$ cat src/rtl/mem_pkg.sv
// Shared types and constants for the memory-access stage: FSM encoding, byte-lane enables, timeout default.
package mem_pkg;

    typedef enum logic {
        IDLE   = 1'b0,
        ACCESS = 1'b1
    } state_t;

    localparam logic [3:0] BE_WORD  = 4'b1111;
    localparam logic [3:0] BE_LANE0 = 4'b0001;
    localparam logic [3:0] BE_LANE1 = 4'b0010;
    localparam logic [3:0] BE_LANE2 = 4'b0100;
    localparam logic [3:0] BE_LANE3 = 4'b1000;

    localparam int TIMEOUT_CYCLES_DEFAULT = 15;

    function automatic logic [3:0] lane_be(input logic [1:0] lane);
        logic [3:0] be;
        case (lane)
            2'd0:    be = BE_LANE0;
            2'd1:    be = BE_LANE1;
            2'd2:    be = BE_LANE2;
            default: be = BE_LANE3;
        endcase
        return be;
    endfunction

endpackage

$ cat src/rtl/load_align.sv
// Byte-lane steering: zero-extended load lane select, store byte replication and byte enables.
// Purely combinational, no backpressure.
module load_align
    import mem_pkg::*;
#(
    parameter int WIDTH = 32
) (
    input  logic             byte_sel,
    input  logic [1:0]       lane,
    input  logic [WIDTH-1:0] rdata,
    input  logic [WIDTH-1:0] wdata,
    output logic [WIDTH-1:0] load_dat,
    output logic [WIDTH-1:0] store_dat,
    output logic [3:0]       be
);

    logic [7:0] lane_byte;

    always_comb begin
        lane_byte = rdata[{lane, 3'b000} +: 8];
        if (byte_sel) begin
            load_dat  = {{(WIDTH-8){1'b0}}, lane_byte};
            store_dat = {(WIDTH/8){wdata[7:0]}};
            be        = lane_be(lane);
        end else begin
            load_dat  = rdata;
            store_dat = wdata;
            be        = BE_WORD;
        end
    end

endmodule

$ cat src/rtl/mem_access_unit.sv
// EX/MEM register plus memory-access FSM; retires non-memory ops 1 cycle after capture, memory ops on mem_ready.
// StallM holds upstream while an access waits; optional access timeout under MEM_TIMEOUT_EN.
module mem_access_unit
    import mem_pkg::*;
#(
    parameter int WIDTH          = 32,
    parameter int TIMEOUT_CYCLES = TIMEOUT_CYCLES_DEFAULT
) (
    input  logic             clk,
    input  logic             reset,
    input  logic             ValidE,
    input  logic             RegWriteE,
    input  logic             MemWriteE,
    input  logic             MemtoRegE,
    input  logic             ByteE,
    input  logic [WIDTH-1:0] ALUResultE,
    input  logic [WIDTH-1:0] WriteDataE,
    input  logic [3:0]       WA3E,
    output logic             mem_req,
    output logic             mem_we,
    output logic [3:0]       mem_be,
    output logic [WIDTH-1:0] mem_addr,
    output logic [WIDTH-1:0] mem_wdata,
    input  logic [WIDTH-1:0] mem_rdata,
    input  logic             mem_ready,
    output logic             StallM,
    output logic             ValidM,
    output logic             RegWriteM,
    output logic             MemtoRegM,
    output logic             MemErrM,
    output logic [WIDTH-1:0] ALUOutM,
    output logic [WIDTH-1:0] ReadDataM,
    output logic [3:0]       WA3M
);

    state_t           state_q, state_d;
    logic             valid_q, valid_d;
    logic             reg_write_q, reg_write_d;
    logic             mem_write_q, mem_write_d;
    logic             mem_to_reg_q, mem_to_reg_d;
    logic             byte_q, byte_d;
    logic [WIDTH-1:0] alu_out_q, alu_out_d;
    logic [WIDTH-1:0] write_data_q, write_data_d;
    logic [3:0]       wa3_q, wa3_d;

    logic             access;
    logic             capture;
    logic             retire;
    logic             timeout_hit;
    logic [WIDTH-1:0] load_dat;
    logic [WIDTH-1:0] store_dat;
    logic [3:0]       be;

    assign access = (state_q == ACCESS);

`ifdef MEM_TIMEOUT_EN
    localparam int              CW     = $clog2(TIMEOUT_CYCLES + 1);
    localparam logic [CW-1:0]   TO_LIM = CW'(TIMEOUT_CYCLES);

    logic [CW-1:0] cnt_q, cnt_d;

    // Counter saturates at the limit; the limit cycle itself is the error retirement.
    always_comb begin
        timeout_hit = access & ~mem_ready & (cnt_q == TO_LIM);
        cnt_d       = cnt_q;
        if (capture) begin
            cnt_d = '0;
        end else if (access && !mem_ready && cnt_q != TO_LIM) begin
            cnt_d = cnt_q + 1'b1;
        end
    end

    always_ff @(posedge clk) begin
        if (!reset) begin
            cnt_q <= '0;
        end else begin
            cnt_q <= cnt_d;
        end
    end
`else
    logic unused_timeout_cfg;
    assign unused_timeout_cfg = |TIMEOUT_CYCLES;

    always_comb begin
        timeout_hit = 1'b0;
    end
`endif

    // State register and EX/MEM pipeline register.
    always_ff @(posedge clk) begin
        if (!reset) begin
            state_q      <= IDLE;
            valid_q      <= 1'b0;
            reg_write_q  <= 1'b0;
            mem_write_q  <= 1'b0;
            mem_to_reg_q <= 1'b0;
            byte_q       <= 1'b0;
            alu_out_q    <= '0;
            write_data_q <= '0;
            wa3_q        <= '0;
        end else begin
            state_q      <= state_d;
            valid_q      <= valid_d;
            reg_write_q  <= reg_write_d;
            mem_write_q  <= mem_write_d;
            mem_to_reg_q <= mem_to_reg_d;
            byte_q       <= byte_d;
            alu_out_q    <= alu_out_d;
            write_data_q <= write_data_d;
            wa3_q        <= wa3_d;
        end
    end

    // Next state: a free stage always takes the incoming instruction.
    always_comb begin
        capture      = ~StallM;
        state_d      = state_q;
        valid_d      = valid_q;
        reg_write_d  = reg_write_q;
        mem_write_d  = mem_write_q;
        mem_to_reg_d = mem_to_reg_q;
        byte_d       = byte_q;
        alu_out_d    = alu_out_q;
        write_data_d = write_data_q;
        wa3_d        = wa3_q;
        if (capture) begin
            state_d      = (ValidE && (MemWriteE || MemtoRegE)) ? ACCESS : IDLE;
            valid_d      = ValidE;
            reg_write_d  = RegWriteE;
            mem_write_d  = MemWriteE;
            mem_to_reg_d = MemtoRegE;
            byte_d       = ByteE;
            alu_out_d    = ALUResultE;
            write_data_d = WriteDataE;
            wa3_d        = WA3E;
        end
    end

    load_align #(
        .WIDTH (WIDTH)
    ) u_load_align (
        .byte_sel  (byte_q),
        .lane      (alu_out_q[1:0]),
        .rdata     (mem_rdata),
        .wdata     (write_data_q),
        .load_dat  (load_dat),
        .store_dat (store_dat),
        .be        (be)
    );

    always_comb begin
        StallM    = access & ~mem_ready & ~timeout_hit;
        retire    = (~access & valid_q) | (access & (mem_ready | timeout_hit));
        ValidM    = retire;
        MemErrM   = timeout_hit;
        RegWriteM = reg_write_q & retire & ~timeout_hit;
        MemtoRegM = mem_to_reg_q;
        ALUOutM   = alu_out_q;
        WA3M      = wa3_q;
        ReadDataM = (access && mem_to_reg_q) ? load_dat : '0;
        mem_req   = access;
        mem_we    = mem_write_q;
        mem_addr  = {alu_out_q[WIDTH-1:2], 2'b00};
        mem_wdata = store_dat;
        mem_be    = be;
    end

endmodule

$ cat config.mk
export PLATFORM = sky130hd
export DESIGN_NAME = mem_access_unit
export DESIGN_NICKNAME = d
export VERILOG_FILES = /design/src/rtl/mem_pkg.sv /design/src/rtl/load_align.sv /design/src/rtl/mem_access_unit.sv
export SDC_FILE = /design/constraint.sdc
export NUM_CORES = 1
export LEC_CHECK = 0
export BUFFER_PORTS_ARGS = -buffer_cell sky130_fd_sc_hd__buf_4
export CORE_ASPECT_RATIO = 1.5
export CORE_MARGIN = 5
export CORE_UTILIZATION = 38
export CTS_CLUSTER_SIZE = 16
export DETAILED_ROUTE_END_ITERATION = 10
export GPL_ROUTABILITY_DRIVEN = 0
export HOLD_SLACK_MARGIN = 0.12
export PLACE_DENSITY = 0.81
export SYNTH_ARGS = -nofsm -noshare
export SYNTH_HDL_FRONTEND = slang
export SYNTH_SLANG_ARGS = --single-unit
$ cat constraint.sdc
create_clock -name clk -period 1.3 [get_ports clk]
set_clock_uncertainty 0.1 [all_clocks]
set_input_delay 0.065 -clock clk [delete_from_list [all_inputs] [get_ports clk]]
set_output_delay 0.065 -clock clk [all_outputs]
set_load 0.02 [all_outputs]
**Word-level counts from Yosys, hierarchy flattened**

Index checks and enable logic that the tools add are counted.

- Register bits: 74
- Bits of input ports: 108
- Word-level logic and storage cells: 29

- Equal/unequal tests: 2
- Shifts and indexed selects: 1
- Muxes and demuxes: 6
- Bitwise gates (word level): 7
- Reduce and logical (&&, ||, !) cells: 4

Operators with widths:

| operator | count |
|---|---|
| 2-to-1 mux 32 bit | 3 |
| variable part select 32 x 6 -> 8 bit | 1 |
| case mux 4 bit (3 select lines) | 1 |
| bitwise AND 1 bit | 4 |
| 2-to-1 mux 4 bit | 1 |
| equality test 2 x 1 -> 1 bit (second input constant) | 1 |
| equality test 2 bit (second input constant) | 1 |
| logical AND 1 bit | 2 |
| zero test 2 bit | 1 |
| inverter 1 bit | 2 |
| logical OR 1 bit | 1 |
| 2-to-1 mux 1 bit | 1 |
| bitwise OR 1 bit | 1 |

**Depth between registers and ports, before layout**

Gate-level depths: netlist (run 1).

- Word-level depth: 4
- Gate-level depth with buffers: 6
- Mapped depth without buffers: 4

**Hierarchy**

A second synthesis (run 1) with hierarchy kept.

- Cell total of the unflattened synthesis: 534
- Area, all modules: 4,256.6 µm²

Modules (own cells, without submodules):

| module | instances | cells an instance | area an instance (µm²) | sequential area each (µm²) |
|---|---|---|---|---|
| mem_access_unit | 1 | 395 | 3,477.1 | 1,481.4 |
| load_align | 1 | 139 | 779.5 | 0.0 |

**Worst setup path after synthesis (run 1)**

No wires, ideal clock.

- Kind: register -> output
- Start point: reg alu_out_q[1], in the netlist ALUOutM[1]
- End point: out ReadDataM[1]
- Arrival: 1,378 ps
- Data required time: 1,135 ps
- Path slack: -243 ps
- Cell stages (with the launch flop): 5
- Buffers on the path: 1
- Cells stage by stage: dfxtp_1 buf_2 mux2i_1 nor2_1 a221o_1

- Longest elaborated chain between the ends: 3

RTL lines:

| element | RTL line | RTL |
|---|---|---|
| start, declared | mem_access_unit.sv:42 | `logic [WIDTH-1:0] alu_out_q, alu_out_d;` |
| start signal, assigned | mem_access_unit.sv:108 | `alu_out_q <= alu_out_d;` |
| variable part select 32 x 6 -> 8 bit | load_align.sv:20 | `lane_byte = rdata[{lane, 3'b000} +: 8];` |
| 2-to-1 mux 32 bit | load_align.sv:21 | `if (byte_sel) begin` |
| 2-to-1 mux 32 bit | mem_access_unit.sv:160 | `ReadDataM = (access && mem_to_reg_q) ? load_dat : '0;` |
| end, declared | mem_access_unit.sv:32 | `output logic [WIDTH-1:0] ReadDataM,` |

Every way passes these cells.

**Worst setup path in the final report (run 1)**

- Start point: reg alu_out_q[1], in the netlist ALUOutM[1]
- End point: out ReadDataM[2]

Same word-level chain as after synthesis.

==> results by stage, run 1 <==
Clock network:
- In this run the deepest clock path goes through 2 buffers.
- The clock sink total is 74.
- The clock tree from TritonCTS is yes.
- The clock latency at the later pin of the worst-skew pair is 0.33 ns.
- TritonCTS created 9 clock buffers.
- In this run the clock root is driven by a sky130_fd_sc_hd__clkbuf_16.
- After clock tree synthesis, the clock-pin slew on the worst setup and hold paths is roughly 0.060 ns.
- CTS built an H-tree with a depth of 3.

Finish:
- The register area is 1500 µm².
- In the layout the commonest cells are 195 x sky130_fd_sc_hd__buf_4, 74 x sky130_fd_sc_hd__dlygate4sd3_1, 74 x sky130_fd_sc_hd__buf_6, 69 x sky130_fd_sc_hd__dfxtp_1, 66 x sky130_fd_sc_hd__nand2_2.
- In the final layout, the multi-input gates occupy 2900 µm².
- The layout has 261 filler cells.
- Leaving out fill and tap cells, the most frequent cell in the layout is sky130_fd_sc_hd__buf_4.
- The area growth from synthesis to layout is 141%.
- In the final layout, the share of cells above drive strength 1 is 68.1%.
- Excluding fillers, the count of instances in the completed layout stands at approximately 950.
- At the end of the flow, the number of nets in the layout was a little over 900.

Status:
- The checks that failed: setup timing.
- The run finished, with violations left.

Power and ir drop:
- The total power draw is 8.04 mW.
- Net switching is roughly a third of the power.
- The reported leakage power is 4.32 nW.
- The share of total power dissipated in sequential elements is 32.8%.
- The power spent charging and discharging nets is 2.53 mW.
- Dividing total power by cell area gives a power density of between 800 and 900 nW/µm².
- The largest vdd supply drop is roughly 0.00094 V.
- The clock group share of total power is 34.7%.
- The share of total power dissipated in combinational logic is 32.5%.
- Internal power comes to 5.50 mW.

Worst setup path:
- The number of buffer and inverter instances along the worst setup path is 2.
- The critical path startpoint category is a flop.
- The most critical setup path has its endpoint at ReadDataM[2].
- The largest individual stage delay along the critical path comes from the cell sky130_fd_sc_hd__dfxtp_4.
- Traced cell by cell, the critical path runs through buf_6 -> mux2i_1 -> nor2_1 -> a221o_1 -> buf_6.
- On the critical path the largest part of the delay comes from flip-flops.
- Data on the critical path arrives at its endpoint at between 1.5 and 2 ns.
- The worst setup path is of the reg2out kind.
- The cell that appears most often on the critical path is sky130_fd_sc_hd__buf_6.
- The length in cells of the worst reg-to-reg path is 9.
- The critical register-to-register path endpoint is write_data_q[13]$_SDFFE_PN0N_.
- The origin of the worst setup path is ALUOutM[1]$_SDFFE_PN0N_.
- The worst register-to-register path begins at mem_req$_SDFFE_PN0N_.
- The kind of capture point of the worst setup path is an output port.
- At the worst endpoint, the required time is between 1 and 1.5 ns.
- The register-to-register setup slack is -0.36 ns.
- The number of logic stages on the critical path including buffering is 5.
- Along the worst path, the maximum fanout reaches 6.
- The maximum single-stage delay on the critical path is approximately 0.43 ns.

Synth:
- The fraction of the mapped netlist area in compound gates is 20.6%.
- The synthesized netlist devotes 0% of its cell area to XOR and XNOR gates.
- The simple-gate area share of the yosys netlist is 22.1%.
- The cell area that synthesis handed to floorplanning was ~3800 µm².
- Of the post-synthesis cell area, the part taken by muxes is 2.43%.
- The combinational family with the most area after synthesis is simple AND/OR/NAND/NOR gates.
- The synthesized design contains 74 register bits.
- Yosys mapped the design onto 26 distinct sky130hd cell types.
- The synthesized-area fraction occupied by adder cells is 0%.
- For this run, the number of Yosys warnings is 0.
- After synthesis, flip-flops and latches occupy 39.4% of the total area.
- The synthesized instance count is 490.
- Averaged over all synthesized cells, the footprint is 7.68 µm².

Worst hold path:
- The path class of the tightest hold or removal check is in2reg.
- The launch instance of the worst min-delay path is mem_ready.

Place:
- During placement, the flow inserted port buffers numbering 247.
- The number of placed cells counting well taps is 795.
- Summed over all nets, the half-perimeter wirelength after detailed placement is a little under 10000 µm.

Timing:
- The final hold violation count is 0.
- The count of pins over their slew limit is 0.
- The worst-case hold slack is 0.348 ns.
- After layout, the worst setup slack is -0.492 ns.
- Setup repair after global routing could not meet its margin everywhere.
- Derived from the worst setup path, the maximum achievable clock frequency is between 500 and 600 MHz.
- After layout, the worst path uses 138% of the clock period.
- Subtracting the final worst setup slack from the clock period gives 1.79 ns.
- Setup violations remaining at the end of the flow were counted as 138.

Run:
- The tool flagged a number of max-cap violations equal to 0.

Floorplan:
- The number of rows created at floorplan is 44.
- The placeable core region is 9690 µm².
- The floorplan step defined a die boundary enclosing 12000 µm².
- During I/O placement, the number of pins put on the boundary was 251.
- The starting utilization of the core area is between 30% and 40%.
- The horizontal die dimension is 91.3 µm.
- The vertical die dimension is 132 µm.

Detailed routing:
- After detailed routing, the average wire length per cell comes to 27.3 µm.
- In the routed design, unresolved DRC markers number 0.
- The total via count after detailed routing is 5377.
- The residual antenna-violating net count after detailed routing is 0.
- The final layout contains routed wiring with a total length of 25800 µm.
- The average vias per placed instance is 5.68.
- The first routing iteration left 366 violations.
- The first detailed-routing pass ran for 5 iterations.

Global routing:
- The wire length of the first global-routing pass is 30900 µm.
- Entering global routing, the biggest net connects 45 pins.
- The global-route total usage across every layer is 32.7%.
- The number of antenna violations at the first check in global routing is 3.
- The global-route congestion overflow total is 0.
- The via count of the first global-routing pass came to 5537.
[kinds of logic (layout without fill, tap and decap cells)]
logic type | count (synthesis) | count (layout)
AOI/OAI and AO/OA | 109 | 109
and+or+nand+nor | 198 | 201
buffers and inverters | 99 | 432
muxes | 9 | 9
other | 1 | 6
DFF | 74 | 74
[power by group through the flow]
| stage | registers (mW) | logic (mW) | clock network (mW) |
|---|---|---|---|
| after floorplan | 2.64 | 0.705 | 0 |
| after global placement | 2.58 | 1.40 | 0 |
| after detailed placement | 2.58 | 1.42 | 0 |
| after CTS | 2.56 | 2.27 | 2.70 |
| after global routing | 2.64 | 2.68 | 2.89 |
| final | 2.63 | 2.62 | 2.79 |
[area by class of cell]
cell class	count	area share, %
antenna	3	0.0829
clock buffer	12	2.72
clock inverter	4	0.815
inverter	26	1.11
multi-input combinational	322	32.0
sequential	74	16.6
tap	115	1.59
timing repair buffer	390	45.1
[how the worst min path moves through the flow]
stage | end | slack (ns) | cells past startpoint
final | ALUOutM[6]$_SDFFE_PN0N_ | 0.35 | 7
after global routing | ReadDataM[16] | 0.35 | 3
after CTS | ALUOutM[6]$_SDFFE_PN0N_ | 0.30 | 7
after detailed placement | ALUOutM[1]$_SDFFE_PN0N_ | 0.22 | 3
after global placement | ALUOutM[1]$_SDFFE_PN0N_ | 0.21 | 3
after floorplan | ALUOutM[0]$_SDFFE_PN0N_ | 0.09 | 2
[metrics by stage]
step,cell area [µm²],util (%),TNS [ns],worst slack (ns)
6_report,9060,93.5,-36.04,-0.492
5_1_grt,9060,93.5,-39.65,-0.532
4_1_cts,8450,87.2,-32.39,-0.417
3_5_place_dp,5460,56.4,-9.15,-0.191
3_3_place_gp,5460,56.4,-4.81,-0.142
2_1_floorplan,3800,-,-0.473,-0.0416
[synth_stat cells]
library cell | n | area share, %
sky130_fd_sc_hd__nand2_1 | 157 | 16
sky130_fd_sc_hd__mux2_2 | 1 | 0.30
sky130_fd_sc_hd__o21ai_0 | 26 | 3.5
sky130_fd_sc_hd__nand2b_2 | 1 | 0.23
sky130_fd_sc_hd__o21ai_2 | 1 | 0.23
sky130_fd_sc_hd__inv_2 | 1 | 0.10
sky130_fd_sc_hd__clkbuf_1 | 11 | 1.1
sky130_fd_sc_hd__a221o_1 | 8 | 2.1
sky130_fd_sc_hd__a21boi_0 | 14 | 2.8
sky130_fd_sc_hd__nand2b_1 | 1 | 0.17
sky130_fd_sc_hd__and2_1 | 25 | 4.2
sky130_fd_sc_hd__mux2i_1 | 8 | 2.1
sky130_fd_sc_hd__buf_4 | 50 | 10
sky130_fd_sc_hd__nor2b_4 | 1 | 0.37
sky130_fd_sc_hd__clkbuf_2 | 2 | 0.27
sky130_fd_sc_hd__dfxtp_1 | 74 | 39
sky130_fd_sc_hd__buf_6 | 1 | 0.30
sky130_fd_sc_hd__inv_1 | 25 | 2.5
sky130_fd_sc_hd__conb_1 | 1 | 0.10
sky130_fd_sc_hd__nand4_1 | 1 | 0.17
sky130_fd_sc_hd__nor2_1 | 9 | 0.90
sky130_fd_sc_hd__nand2_2 | 1 | 0.17
sky130_fd_sc_hd__nand3_1 | 1 | 0.13
sky130_fd_sc_hd__buf_2 | 9 | 1.2
sky130_fd_sc_hd__a21boi_1 | 60 | 12
sky130_fd_sc_hd__nor2_2 | 1 | 0.17
[sequential cells by signal, summed over array words and instances (netlist names)]
signal / count
ALUOutM: 32
MemtoRegM: 1
WA3M: 4
byte_q: 1
mem_req: 1
mem_we: 1
reg_write_q: 1
valid_q: 1
write_data_q: 32
[layer usage]
metal / vias to the layer above / track usage (%) / share of wire [%]
li1: 2216 / - / -
met1: 2591 / 32.1 / 32
met2: 412 / 60.0 / 52
met3: 158 / 7.14 / 7.3
met4: 0 / 21.5 / 8.9
met5: - / 0 / 0
[worst min-delay path, delay by kind of cell]
kind            cells  cell delay (ns)
simple gates        2             0.19
compound gates      1             0.06
buf+inv             4             0.42
[timing repair]
item	CTS	global route
endpoints found under the hold margin	74	0
pin swaps	97	88
cloned	26	6
gates resized for setup	322	181
setup buffers	36	8
hold buffers	74	0
endpoints found under the setup margin	129	138
Power figures use the tool's default switching activity.
==> inputs of run 2 (changes only) <==
--- a/config.mk
+++ b/config.mk
@@ -5,7 +5,7 @@
 export SDC_FILE = /design/constraint.sdc
 export NUM_CORES = 1
 export LEC_CHECK = 0
-export BUFFER_PORTS_ARGS = -buffer_cell sky130_fd_sc_hd__buf_4
+export BUFFER_PORTS_ARGS = -buffer_cell sky130_fd_sc_hd__buf_2
 export CORE_ASPECT_RATIO = 1.5
 export CORE_MARGIN = 5
 export CORE_UTILIZATION = 38
==> results by stage, run 2 (same netlist as run 1, synthesis figures left out) <==
Detailed routing:
- The total wire length is ~25000 µm.
- The first-pass detailed-route iteration total is 6.
- The average vias per placed instance is 5.64.
- The number of DRC violations after detailed routing is 0.
- Across all layers, the routed design uses roughly 5400 vias.
- The violation count after the first detailed-route iteration is 338.
- In this run the remaining antenna-violating nets after routing total 0.
- The wire length per cell is 25.8 µm.

Floorplan:
- In this run the core area contains 44 standard-cell rows.
- The placeable core region is 9690 µm².
- The floorplan step set the die height to about 130 µm.
- The initial utilization of the core area, before any placement, comes to roughly two fifths.
- The die covers 12000 µm².
- During I/O placement, the number of pins put on the boundary was 251.
- In this run the horizontal extent of the chip is a little over 90 µm.

Status:
- The final reports fail on setup timing.
- The run finished, with violations left.

Worst setup path:
- The worst setup path is launched from a flop.
- The kind of capture point of the worst setup path is an output port.
- The critical setup path kind is reg2out.
- Of all nets on the critical path, the largest fanout is 8.
- Data arrives at the worst endpoint at approximately 1.7 ns.
- STA puts the critical path data required time at 1.13 ns.

Worst hold path:
- The path class of the tightest hold or removal check is in2out.

Power and ir drop:
- The cell-internal power is between 5 and 6 mW.
- The power per standard cell area is 871 nW/µm².
- The power spent charging and discharging nets is about 2.5 mW.
- Per report_power, the sequential group accounts for 34.3% of the total.
- The clock group share of total power is 32.7%.
- The net switching share of the total power is 33.4%.
- For this design the static power due to leakage is 4.33 nW.
- Across the VDD grid, the largest voltage drop is 0.00100 V.
- The combinational cell fraction of total power is 33.0%.

Finish:
- The net count of the finished layout is roughly 940.
- Relative to the synthesized area, the layout overhead comes to 131%.
- The top cell types in the final layout, fill and taps aside, are 182 x sky130_fd_sc_hd__buf_2, 81 x sky130_fd_sc_hd__buf_6, 74 x sky130_fd_sc_hd__dlygate4sd3_1, 69 x sky130_fd_sc_hd__dfxtp_1, 58 x sky130_fd_sc_hd__nand2_4.
- The most common library cell in the layout ignoring fill and taps is sky130_fd_sc_hd__buf_2.
- The finished cells cover around 8700 µm².
- The fraction of final layout cells with drive strength greater than 1 is 66.7%.

Timing:
- The final critical delay including setup and external delays is 1.85 ns.
- Setup repair after global routing could not meet its margin everywhere.
- The final hold violation count came to 0.
- The worst-case hold slack is 0.360 ns.
- The total setup violations reported at the end of the flow is 139.
- The count of pins over their slew limit is 0.
- The peak clock frequency supported by timing is 541 MHz.
- The worst-case setup margin in the final layout is -0.547 ns.
- The worst path uses 142% of the clock period.

Clock network:
- The clock tree from TritonCTS is yes.
- The clock sink total is 74.
- At the later pin of the worst-skew pair, clock insertion delay measures 0.33 ns.
- The clock tree root driver cell is sky130_fd_sc_hd__clkbuf_16.
- The clock slew seen by the registers of the worst setup and hold paths is 0.07 ns.
- The level count of the clock H-tree is 3.
- No sink is reached through more buffers than the 2 on the longest clock path.
- In this run, CTS created clock tree buffers numbering 9.

Run:
- Max-cap violations in this run came to 0.

Global routing:
- Entering global routing, the biggest net connects 49 pins.
- The number of antenna violations at the first check in global routing is 4.
- The first global-routing pass estimated between 20000 and 30000 µm of wire.
- Global routing consumed, over all layers together, between 20% and 30% of the routing resources.
- The via count of the first global-routing pass is about 5300.
- The global-route congestion overflow total is 0.

Place:
- The detailed placement HPWL is just over 9000 µm.
- The cell area after placement is 4920 µm².
- Port buffering added 247 buffers.
## run 2: cell type report
class / count / area [µm²]
tap: 115 / 144
sequential: 74 / 1500
fill: 356 / 980
timing repair buffer: 398 / 3750
multi-input combinational: 319 / 2920
antenna: 4 / 10.0
clock buffer: 11 / 254
inverter: 26 / 103
clock inverter: 5 / 36.3
## run 2: layer usage
metal	share of wire, %	vias to the layer above	track usage (%)
met5	0	-	0
met4	8.7	0	18.7
met3	8.2	163	6.28
met2	52	463	55.1
met1	32	2524	29.2
li1	-	2219	-
## run 2: repair_timing
action | CTS | global route
gates cloned | 14 | 13
hold endpoints to repair | 74 | 0
resized for setup | 312 | 228
pin swaps | 60 | 117
hold buffers | 74 | 0
setup buffers | 30 | 12
endpoints found under the setup margin | 65 | 139
## run 2: path summary, 6_finish.rpt
check	startpoint	to	slack (ns)	cells past startpoint
worst max-delay path	ALUOutM[1]$_SDFFE_PN0N_	ReadDataM[2]	-0.55	5
worst min-delay path	mem_rdata[17]	ReadDataM[17]	0.36	3
worst max register to register	mem_req$_SDFFE_PN0N_	write_data_q[22]$_SDFFE_PN0N_	-0.33	8
worst min register to register	WA3M[2]$_SDFFE_PN0N_	WA3M[2]$_SDFFE_PN0N_	0.36	2
## run 2: power groups by stage
stage	Combinational [mW]	Clock (mW)	Sequential [mW]
after floorplan	0.705	0	2.64
after global placement	1.21	0	2.57
after detailed placement	1.22	0	2.57
after CTS	1.97	2.45	2.53
after global routing	2.57	2.60	2.61
final	2.50	2.48	2.60
## run 2: worst max-delay path, stage by stage, from the launching register on
cell,delay (ns)
sky130_fd_sc_hd__dfxtp_4,0.37
sky130_fd_sc_hd__buf_6,0.13
sky130_fd_sc_hd__o21ai_4,0.14
sky130_fd_sc_hd__nor2b_4,0.31
sky130_fd_sc_hd__a221o_1,0.25
sky130_fd_sc_hd__buf_6,0.13
## run 2: stage by stage
stage / instances / power (mW) / util (%) / worst slack [ns] / TNS [ns]
floorplan: 492 / 3.35 / - / -0.0416 / -0.473
global placement: 798 / 3.78 / 50.7 / -0.143 / -1.30
detailed placement: 798 / 3.79 / 50.7 / -0.160 / -1.58
CTS: 932 / 6.95 / 78.2 / -0.404 / -25.86
global route: 952 / 7.78 / 89.9 / -0.592 / -38.40
finish: 952 / 7.58 / 89.9 / -0.547 / -34.27
